File: config.mk
export PLATFORM = sky130hd
export DESIGN_NAME = multicycle_controller_flat
export DESIGN_NICKNAME = d
export VERILOG_FILES = /design/src/rtl/multicycle_controller_if.sv /design/src/rtl/multicycle_controller.sv /design/src/flat_wrapper.sv
export SDC_FILE = /design/constraint.sdc
export NUM_CORES = 1
export LEC_CHECK = 0
export BUFFER_PORTS_ARGS = -buffer_cell sky130_fd_sc_hd__buf_2
export CORE_MARGIN = 3
export CORE_UTILIZATION = 42
export CTS_CLUSTER_DIAMETER = 80
export DETAILED_ROUTE_END_ITERATION = 16
export HOLD_SLACK_MARGIN = 0.03
export PLACE_DENSITY_LB_ADDON = 0.12
export SYNTH_ARGS = -nofsm -noshare
export SYNTH_HDL_FRONTEND = slang
export SYNTH_SLANG_ARGS = --single-unit
File: constraint.sdc
create_clock -name clk -period 1.3 [get_ports clk]
set_clock_uncertainty 0.05 [all_clocks]
set_input_delay 0.13 -clock clk [delete_from_list [all_inputs] [get_ports clk]]
set_output_delay 0.13 -clock clk [all_outputs]
set_load 0.005 [all_outputs]
File: src/rtl/multicycle_controller_if.sv
// Memory request/ready handshake between the multi-cycle controller and the memory port.
// The master side is the controller; the slave side is the memory.
interface multicycle_controller_if;
  logic MemReq;
  logic MemWrite;
  logic AdrSrc;
  logic MemReady;

  modport master (
    output MemReq,
    output MemWrite,
    output AdrSrc,
    input  MemReady
  );

  modport slave (
    input  MemReq,
    input  MemWrite,
    input  AdrSrc,
    output MemReady
  );
endinterface

File: src/rtl/multicycle_controller.sv
// Multi-cycle RV32I controller: FETCH/DECODE/EXEC/MEM/WB sequencing with a memory handshake.
// Optional memory wait timeout when CTRL_MEM_TIMEOUT_EN is defined.
module multicycle_controller #(
  parameter int unsigned TIMEOUT_CYCLES = 16,
  parameter bit          ILLEGAL_TRAP   = 1'b1
) (
  input  logic       clk,
  input  logic       reset,
  multicycle_controller_if.master mem,
  input  logic [6:0] op,
  input  logic [2:0] funct3,
  input  logic       funct7b5,
  input  logic       Zero,
  input  logic       Negative,
  input  logic       Carry,
  input  logic       Overflow,
  output logic       IRWrite,
  output logic       PCWrite,
  output logic       RegWrite,
  output logic [1:0] ALUSrcA,
  output logic [1:0] ALUSrcB,
  output logic [1:0] ResultSrc,
  output logic [2:0] ImmSrc,
  output logic [3:0] ALUControl,
  output logic       Fault
);

  localparam logic [6:0] OpLoad   = 7'b0000011;
  localparam logic [6:0] OpStore  = 7'b0100011;
  localparam logic [6:0] OpAluR   = 7'b0110011;
  localparam logic [6:0] OpAluI   = 7'b0010011;
  localparam logic [6:0] OpBranch = 7'b1100011;
  localparam logic [6:0] OpJal    = 7'b1101111;
  localparam logic [6:0] OpJalr   = 7'b1100111;
  localparam logic [6:0] OpLui    = 7'b0110111;
  localparam logic [6:0] OpAuipc  = 7'b0010111;

  localparam logic [3:0] AluAdd = 4'b0000;
  localparam logic [3:0] AluSub = 4'b0001;

  typedef enum logic [3:0] {
    StIdle, StFetch, StDecode, StMemAdr, StMemRead, StMemWb, StMemWrite, StExecR,
    StExecI, StAluWb, StBranch, StJump, StLink, StLui, StFault
  } state_e;

  state_e state_q;
  logic   timed_out;
  logic   waiting;
  logic [3:0] funct_ctl;
  logic [2:0] imm_dec;
  logic       branch_taken;

  assign waiting = (state_q == StFetch) || (state_q == StMemRead) || (state_q == StMemWrite);

`ifdef CTRL_MEM_TIMEOUT_EN
  localparam int unsigned CntW = $clog2(TIMEOUT_CYCLES + 1);
  logic [CntW-1:0] cnt_q;

  // Any cycle outside a wait, or one with MemReady, restarts the count for the next access.
  always_ff @(posedge clk or posedge reset) begin
    if (reset) begin
      cnt_q <= '0;
    end else if (waiting && !mem.MemReady) begin
      cnt_q <= cnt_q + 1'b1;
    end else begin
      cnt_q <= '0;
    end
  end

  assign timed_out = waiting && !mem.MemReady && (cnt_q == CntW'(TIMEOUT_CYCLES - 1));
`else
  logic unused_timeout_cfg;
  assign unused_timeout_cfg = ^TIMEOUT_CYCLES;
  assign timed_out = 1'b0;
`endif

  always_ff @(posedge clk or posedge reset) begin
    if (reset) begin
      state_q <= StIdle;
    end else begin
      case (state_q)
        StIdle:   state_q <= StFetch;
        StFetch: begin
          if (mem.MemReady)   state_q <= StDecode;
          else if (timed_out) state_q <= StFault;
        end
        StDecode: begin
          case (op)
            OpLoad, OpStore: state_q <= StMemAdr;
            OpAluR:          state_q <= StExecR;
            OpAluI:          state_q <= StExecI;
            OpBranch:        state_q <= StBranch;
            OpJal, OpJalr:   state_q <= StJump;
            OpLui:           state_q <= StLui;
            OpAuipc:         state_q <= StAluWb;
            default:         state_q <= ILLEGAL_TRAP ? StFault : StFetch;
          endcase
        end
        StMemAdr: state_q <= op[5] ? StMemWrite : StMemRead;
        StMemRead: begin
          if (mem.MemReady)   state_q <= StMemWb;
          else if (timed_out) state_q <= StFault;
        end
        StMemWrite: begin
          if (mem.MemReady)   state_q <= StFetch;
          else if (timed_out) state_q <= StFault;
        end
        StExecR, StExecI: state_q <= StAluWb;
        StJump:           state_q <= StLink;
        StMemWb, StAluWb, StBranch, StLink, StLui: state_q <= StFetch;
        StFault:          state_q <= StFault;
        default:          state_q <= StIdle;
      endcase
    end
  end

  always_comb begin
    imm_dec = 3'b000;
    case (op)
      OpStore:         imm_dec = 3'b001;
      OpBranch:        imm_dec = 3'b010;
      OpJal:           imm_dec = 3'b011;
      OpLui, OpAuipc:  imm_dec = 3'b100;
      default:         imm_dec = 3'b000;
    endcase
  end

  always_comb begin
    funct_ctl = AluAdd;
    case (funct3)
      3'b000:  funct_ctl = (op[5] & funct7b5) ? AluSub : AluAdd;
      3'b001:  funct_ctl = 4'b0111;
      3'b010:  funct_ctl = 4'b0101;
      3'b011:  funct_ctl = 4'b0110;
      3'b100:  funct_ctl = 4'b0100;
      3'b101:  funct_ctl = funct7b5 ? 4'b1001 : 4'b1000;
      3'b110:  funct_ctl = 4'b0011;
      default: funct_ctl = 4'b0010;
    endcase
  end

  always_comb begin
    branch_taken = 1'b0;
    case (funct3)
      3'b000:  branch_taken = Zero;
      3'b001:  branch_taken = ~Zero;
      3'b100:  branch_taken = Negative ^ Overflow;
      3'b101:  branch_taken = ~(Negative ^ Overflow);
      3'b110:  branch_taken = ~Carry;
      3'b111:  branch_taken = Carry;
      default: branch_taken = 1'b0;
    endcase
  end

  always_comb begin
    mem.MemReq   = 1'b0;
    mem.MemWrite = 1'b0;
    mem.AdrSrc   = 1'b0;
    IRWrite      = 1'b0;
    PCWrite      = 1'b0;
    RegWrite     = 1'b0;
    ALUSrcA      = 2'b00;
    ALUSrcB      = 2'b00;
    ResultSrc    = 2'b00;
    ALUControl   = AluAdd;
    Fault        = 1'b0;
    // Reset lands in IDLE, where every output including ImmSrc must read 0.
    ImmSrc       = (state_q == StIdle) ? 3'b000 : imm_dec;
    case (state_q)
      StFetch: begin
        mem.MemReq = 1'b1;
        ALUSrcB    = 2'b10;
        ResultSrc  = 2'b10;
        IRWrite    = mem.MemReady;
        PCWrite    = mem.MemReady;
      end
      StDecode: begin
        ALUSrcA = 2'b01;
        ALUSrcB = 2'b01;
      end
      StMemAdr: begin
        ALUSrcA = 2'b10;
        ALUSrcB = 2'b01;
      end
      StMemRead: begin
        mem.MemReq = 1'b1;
        mem.AdrSrc = 1'b1;
      end
      StMemWb: begin
        ResultSrc = 2'b01;
        RegWrite  = 1'b1;
      end
      StMemWrite: begin
        mem.MemReq   = 1'b1;
        mem.MemWrite = 1'b1;
        mem.AdrSrc   = 1'b1;
      end
      StExecR: begin
        ALUSrcA    = 2'b10;
        ALUControl = funct_ctl;
      end
      StExecI: begin
        ALUSrcA    = 2'b10;
        ALUSrcB    = 2'b01;
        ALUControl = funct_ctl;
      end
      StAluWb: RegWrite = 1'b1;
      StBranch: begin
        ALUSrcA    = 2'b10;
        ALUControl = AluSub;
        PCWrite    = branch_taken;
      end
      StJump: begin
        PCWrite = 1'b1;
        // JAL takes OldPC+imm already in ALUOut; JALR computes A+imm this cycle.
        if (op == OpJalr) begin
          ALUSrcA   = 2'b10;
          ALUSrcB   = 2'b01;
          ResultSrc = 2'b10;
        end
      end
      StLink: begin
        ALUSrcA   = 2'b01;
        ALUSrcB   = 2'b10;
        ResultSrc = 2'b10;
        RegWrite  = 1'b1;
      end
      StLui: begin
        ResultSrc = 2'b11;
        RegWrite  = 1'b1;
      end
      StFault: Fault = 1'b1;
      default: ;
    endcase
  end

endmodule

File: src/flat_wrapper.sv
// flat-port wrapper written by rule: the top's interface ports become plain ports
module multicycle_controller_flat 
#(
  parameter int unsigned TIMEOUT_CYCLES = 16,
  parameter bit          ILLEGAL_TRAP   = 1'b1
)
  (clk, reset, op, funct3, funct7b5, Zero, Negative, Carry, Overflow, IRWrite, PCWrite, RegWrite, ALUSrcA, ALUSrcB, ResultSrc, ImmSrc, ALUControl, Fault, mem_MemReq, mem_MemWrite, mem_AdrSrc, mem_MemReady);
  multicycle_controller_if mem_i ();
  input  logic clk;
  input  logic reset;
  input  logic [6:0] op;
  input  logic [2:0] funct3;
  input  logic funct7b5;
  input  logic Zero;
  input  logic Negative;
  input  logic Carry;
  input  logic Overflow;
  output logic IRWrite;
  output logic PCWrite;
  output logic RegWrite;
  output logic [1:0] ALUSrcA;
  output logic [1:0] ALUSrcB;
  output logic [1:0] ResultSrc;
  output logic [2:0] ImmSrc;
  output logic [3:0] ALUControl;
  output logic Fault;
  output wire logic [$bits(mem_i.MemReq)-1:0] mem_MemReq;
  output wire logic [$bits(mem_i.MemWrite)-1:0] mem_MemWrite;
  output wire logic [$bits(mem_i.AdrSrc)-1:0] mem_AdrSrc;
  input wire logic [$bits(mem_i.MemReady)-1:0] mem_MemReady;
  assign mem_MemReq = mem_i.MemReq;
  assign mem_MemWrite = mem_i.MemWrite;
  assign mem_AdrSrc = mem_i.AdrSrc;
  assign mem_i.MemReady = mem_MemReady;
  multicycle_controller #(.TIMEOUT_CYCLES(TIMEOUT_CYCLES), .ILLEGAL_TRAP(ILLEGAL_TRAP)) u_core (.clk(clk), .reset(reset), .mem(mem_i), .op(op), .funct3(funct3), .funct7b5(funct7b5), .Zero(Zero), .Negative(Negative), .Carry(Carry), .Overflow(Overflow), .IRWrite(IRWrite), .PCWrite(PCWrite), .RegWrite(RegWrite), .ALUSrcA(ALUSrcA), .ALUSrcB(ALUSrcB), .ResultSrc(ResultSrc), .ImmSrc(ImmSrc), .ALUControl(ALUControl), .Fault(Fault));
endmodule
==> impl_metrics.py <==
metrics = {
    "logic_synthesis": {
        "synth_mux_area_frac": 0.0258,
        "syn-num-nets": 140,
        "ys.flop_type": "dfrtp_1",
        "netlist.area_leader.share": 0.121,
        "synth_compound_area_frac": 0.288,
        "synthTopCellsByCount": "15 x nand2_1, 15 x nor2_1, 10 x a21oi_1, 9 x nor2b_1",
        "syn_inst": 122,
        "ys_seq_area_frac": 0.121,
        "yosysTopAreaCell": "dfrtp_1",
        "synth_warnings": 0,
        "synth_top_family_by_area": "simple AND/OR/NAND/NOR gates",
        "synth_xor_area_frac": 0.0425,
        "async_flop_share": 1.00,
        "yosys-top-cells-area": "dfrtp_1 12%, nand2_1 6.8%, nor2_1 6.8%",
        "yosys_register_bits": 4,
        "syn_area_sq_um": 825,
        "synth_simple_gate_area_share": 0.436,
        "synth_edf_count": 0,
        "avgSynthCellArea_sq_um": 6.76,
        "synth-adder-area-share": 0,
        "yosysUniqueCellTypes": 45,
    },
    "cells_and_area": {
        "antenna_cells": 0,
        "largest_reg_flops": 4,
        "finalNetCount": 227,
        "stdcell_area_sq_mm": 0.00170,
        "synthToLayoutAreaGrowth_pct": 106,
        "regMostFlops": "u_core.state_q",
        "top_regs": "u_core.state_q: 4 flops",
        "drive_gt1_frac": 0.676,
        "fin_util": 0.954,
    },
    "clocking": {
        "cts_made_buffers": 3,
        "clock_latency_ns": 0.25,
        "cts_max_level": 1,
        "cts_root_buf": "clkbuf_4",
        "cts_buffer_depth": 2,
        "clock-sinks": 4,
        "clkTransAtPathRegs_ns": 0.05,
        "tritoncts": "yes",
    },
    "timing": {
        "slew_headroom": 0.731,
        "slew_violations": 0,
        "fmax_ghz": 0.557,
        "rsz0062_at_grt": "true",
        "setup_viol": 24,
        "finalHoldViolCount": 0,
        "period_share": 1.38,
        "worst_slack_ns": -0.495,
        "min_period_ns": 1.80,
        "tightest_slew_ns": 0.401,
    },
    "run_status": {
        "violations": "setup timing",
        "status": "finished with violations",
    },
    "worst_setup_path": {
        "cp.buffers_inverters": 2,
        "arrival_ns": 1.86,
        "crit_required_ns": 1.36,
        "critPathKind": "flop to flop",
        "cp_common_cell": "buf_6",
        "cp_slowest_cell": "dfrtp_2",
        "start_kind": "flop",
        "critical-path-max-stage-delay_ns": 0.46,
        "critPathCaptureType": "flop",
        "rrSetupSlack_ns": -0.50,
        "path_cells": "buf_6, buf_6, o21ai_4, o21ai_2, a22o_1, a221oi_2",
        "cp_top_family": "compound AO/OA/AOI/OAI gates",
        "crit_fanout": 5,
    },
    "global_route": {
        "grt_pass1_wl_microns": 5860,
        "grt_usage": 0.295,
        "grt_start_max_net_pins": 9,
        "globalRouteOverflowTotal": 0,
        "grt_pass1_vias": 1220,
        "grt_antenna_before_repair": 1,
    },
    "power": {
        "powerDensity_mw_per_mm2": 2030,
        "irDropWorstVdd_v": 0.00135,
        "p_total_uw": 3450,
        "power.leakage_uw": 0.000834,
    },
    "route": {
        "routedWlPerCell_microns": 24.7,
        "vias_per_cell": 6.91,
        "totalWireLength_microns": 5730,
        "drtPass1Iterations": 7,
        "drtAntennaViolNets": 0,
        "route.vias.total": 1602,
        "post-route-drc-count": 0,
        "drtIter0Drc": 119,
    },
    "job": {
        "cap_violations": 0,
    },
    "hold_path": {
        "worstHoldPathType": "primary input to asynchronous set/reset pin",
    },
    "floorplanning": {
        "die-area_sq_mm": 0.00253,
        "die_h_microns": 50.3,
        "die_x_microns": 50.3,
        "initial_core_util": 0.462,
        "num_rows": 15,
        "io-pin-count": 38,
        "core_area_sq_mm": 0.00178,
    },
    "placement": {
        "gp_congestion": 0.840,
        "io_buffers": 37,
        "place_hpwl_microns": 2170,
        "placed_cell_area_sq_mm": 0.00122,
        "pre_cts_ws_ns": -0.140,
    },
}
cells in the final DEF (no fill, tap or decap), types with 2 or more instances in the layout:
cell type,netlist,layout
nor3_2,3,5
a21oi_2,0,3
nor2b_1,9,8
nor2_1,15,11
nor3_1,4,2
nor3b_1,2,2
inv_1,6,3
nor2_4,0,3
o32ai_2,1,2
a21oi_1,10,7
nor2_2,1,2
xor2_1,3,3
dfrtp_2,0,4
nand2_1,15,11
o21ai_2,0,2
nand2b_4,0,2
o21ai_4,0,2
o21ai_1,3,2
buf_2,6,36
nand2_4,0,3
inv_2,0,2
clkbuf_4,0,3
buf_4,1,31
buf_6,1,21
path summary, 6_finish.rpt:
| check | start | to | depth (start not counted) |
|---|---|---|---|
| min in group clk | op[3] | u_core.state_q[2] | 3 |
| worst max register to register | u_core.state_q[0] | u_core.state_q[0] | 6 |
| max in group asynchronous | reset | u_core.state_q[3] | 3 |
| worst max-delay path | u_core.state_q[0] | u_core.state_q[0] | 6 |
| worst min-delay path | reset | u_core.state_q[0] | 3 |
| worst min register to register | u_core.state_q[0] | u_core.state_q[2] | 3 |
metal layers:
metal	wire length (microns)	up-vias	global-route usage	part of all wire
met5	0	-	0	0
met2	2560	204	0.515	0.45
li1	-	608	-	-
met3	671	82	0.0356	0.12
met4	650	0	0.143	0.11
met1	1850	708	0.354	0.32
cells by family after synthesis:
group / count (synthesis)
XOR/XNOR: 4
AO/OA/AOI/OAI: 31
multiplexers: 2
buffers and inverters: 14
flip-flops: 4
AND/OR/NAND/NOR: 67
area by class of cell:
type | count | area (sq um)
clock buffer | 3 | 22.5
inverter | 6 | 25.0
tap | 25 | 31.3
sequential | 4 | 105
multi-input combinational | 104 | 837
fill | 50 | 82.6
timing repair buffer | 90 | 679
worst min-delay path, delay by kind of cell:
kind	cells	cell delay [ns]
buffers and inverters	3	0.83
report_power, final:
part,leakage (uW),switching (uW),internal [uW],total (uW)
logic,0.000775,1480,1490,2970
registers,0.0000455,106,187,293
clock network,0.0000138,76.7,105,182
metrics by stage:
| step | std cells | hold WS [ns] | TNS [ns] |
|---|---|---|---|
| 4_1_cts | 224 | 0.269 | -4.43 |
| 5_1_grt | 232 | 0.309 | -8.20 |
| 6_report | 232 | 0.288 | -7.84 |
| 2_1_floorplan | 122 | -0.154 | 0 |
| 3_5_place_dp | 207 | -0.0359 | -1.32 |
| 3_3_place_gp | 207 | -0.0378 | -1.26 |
what timing repair did:
item / CTS / global route
hold buffers: 1 / 0
endpoints found under the hold margin: 4 / 0
pin swaps: 14 / 15
setup buffers: 13 / 11
gates resized for setup: 47 / 28
endpoints found under the setup margin: 24 / 24
Power figures use the tool's default switching activity.
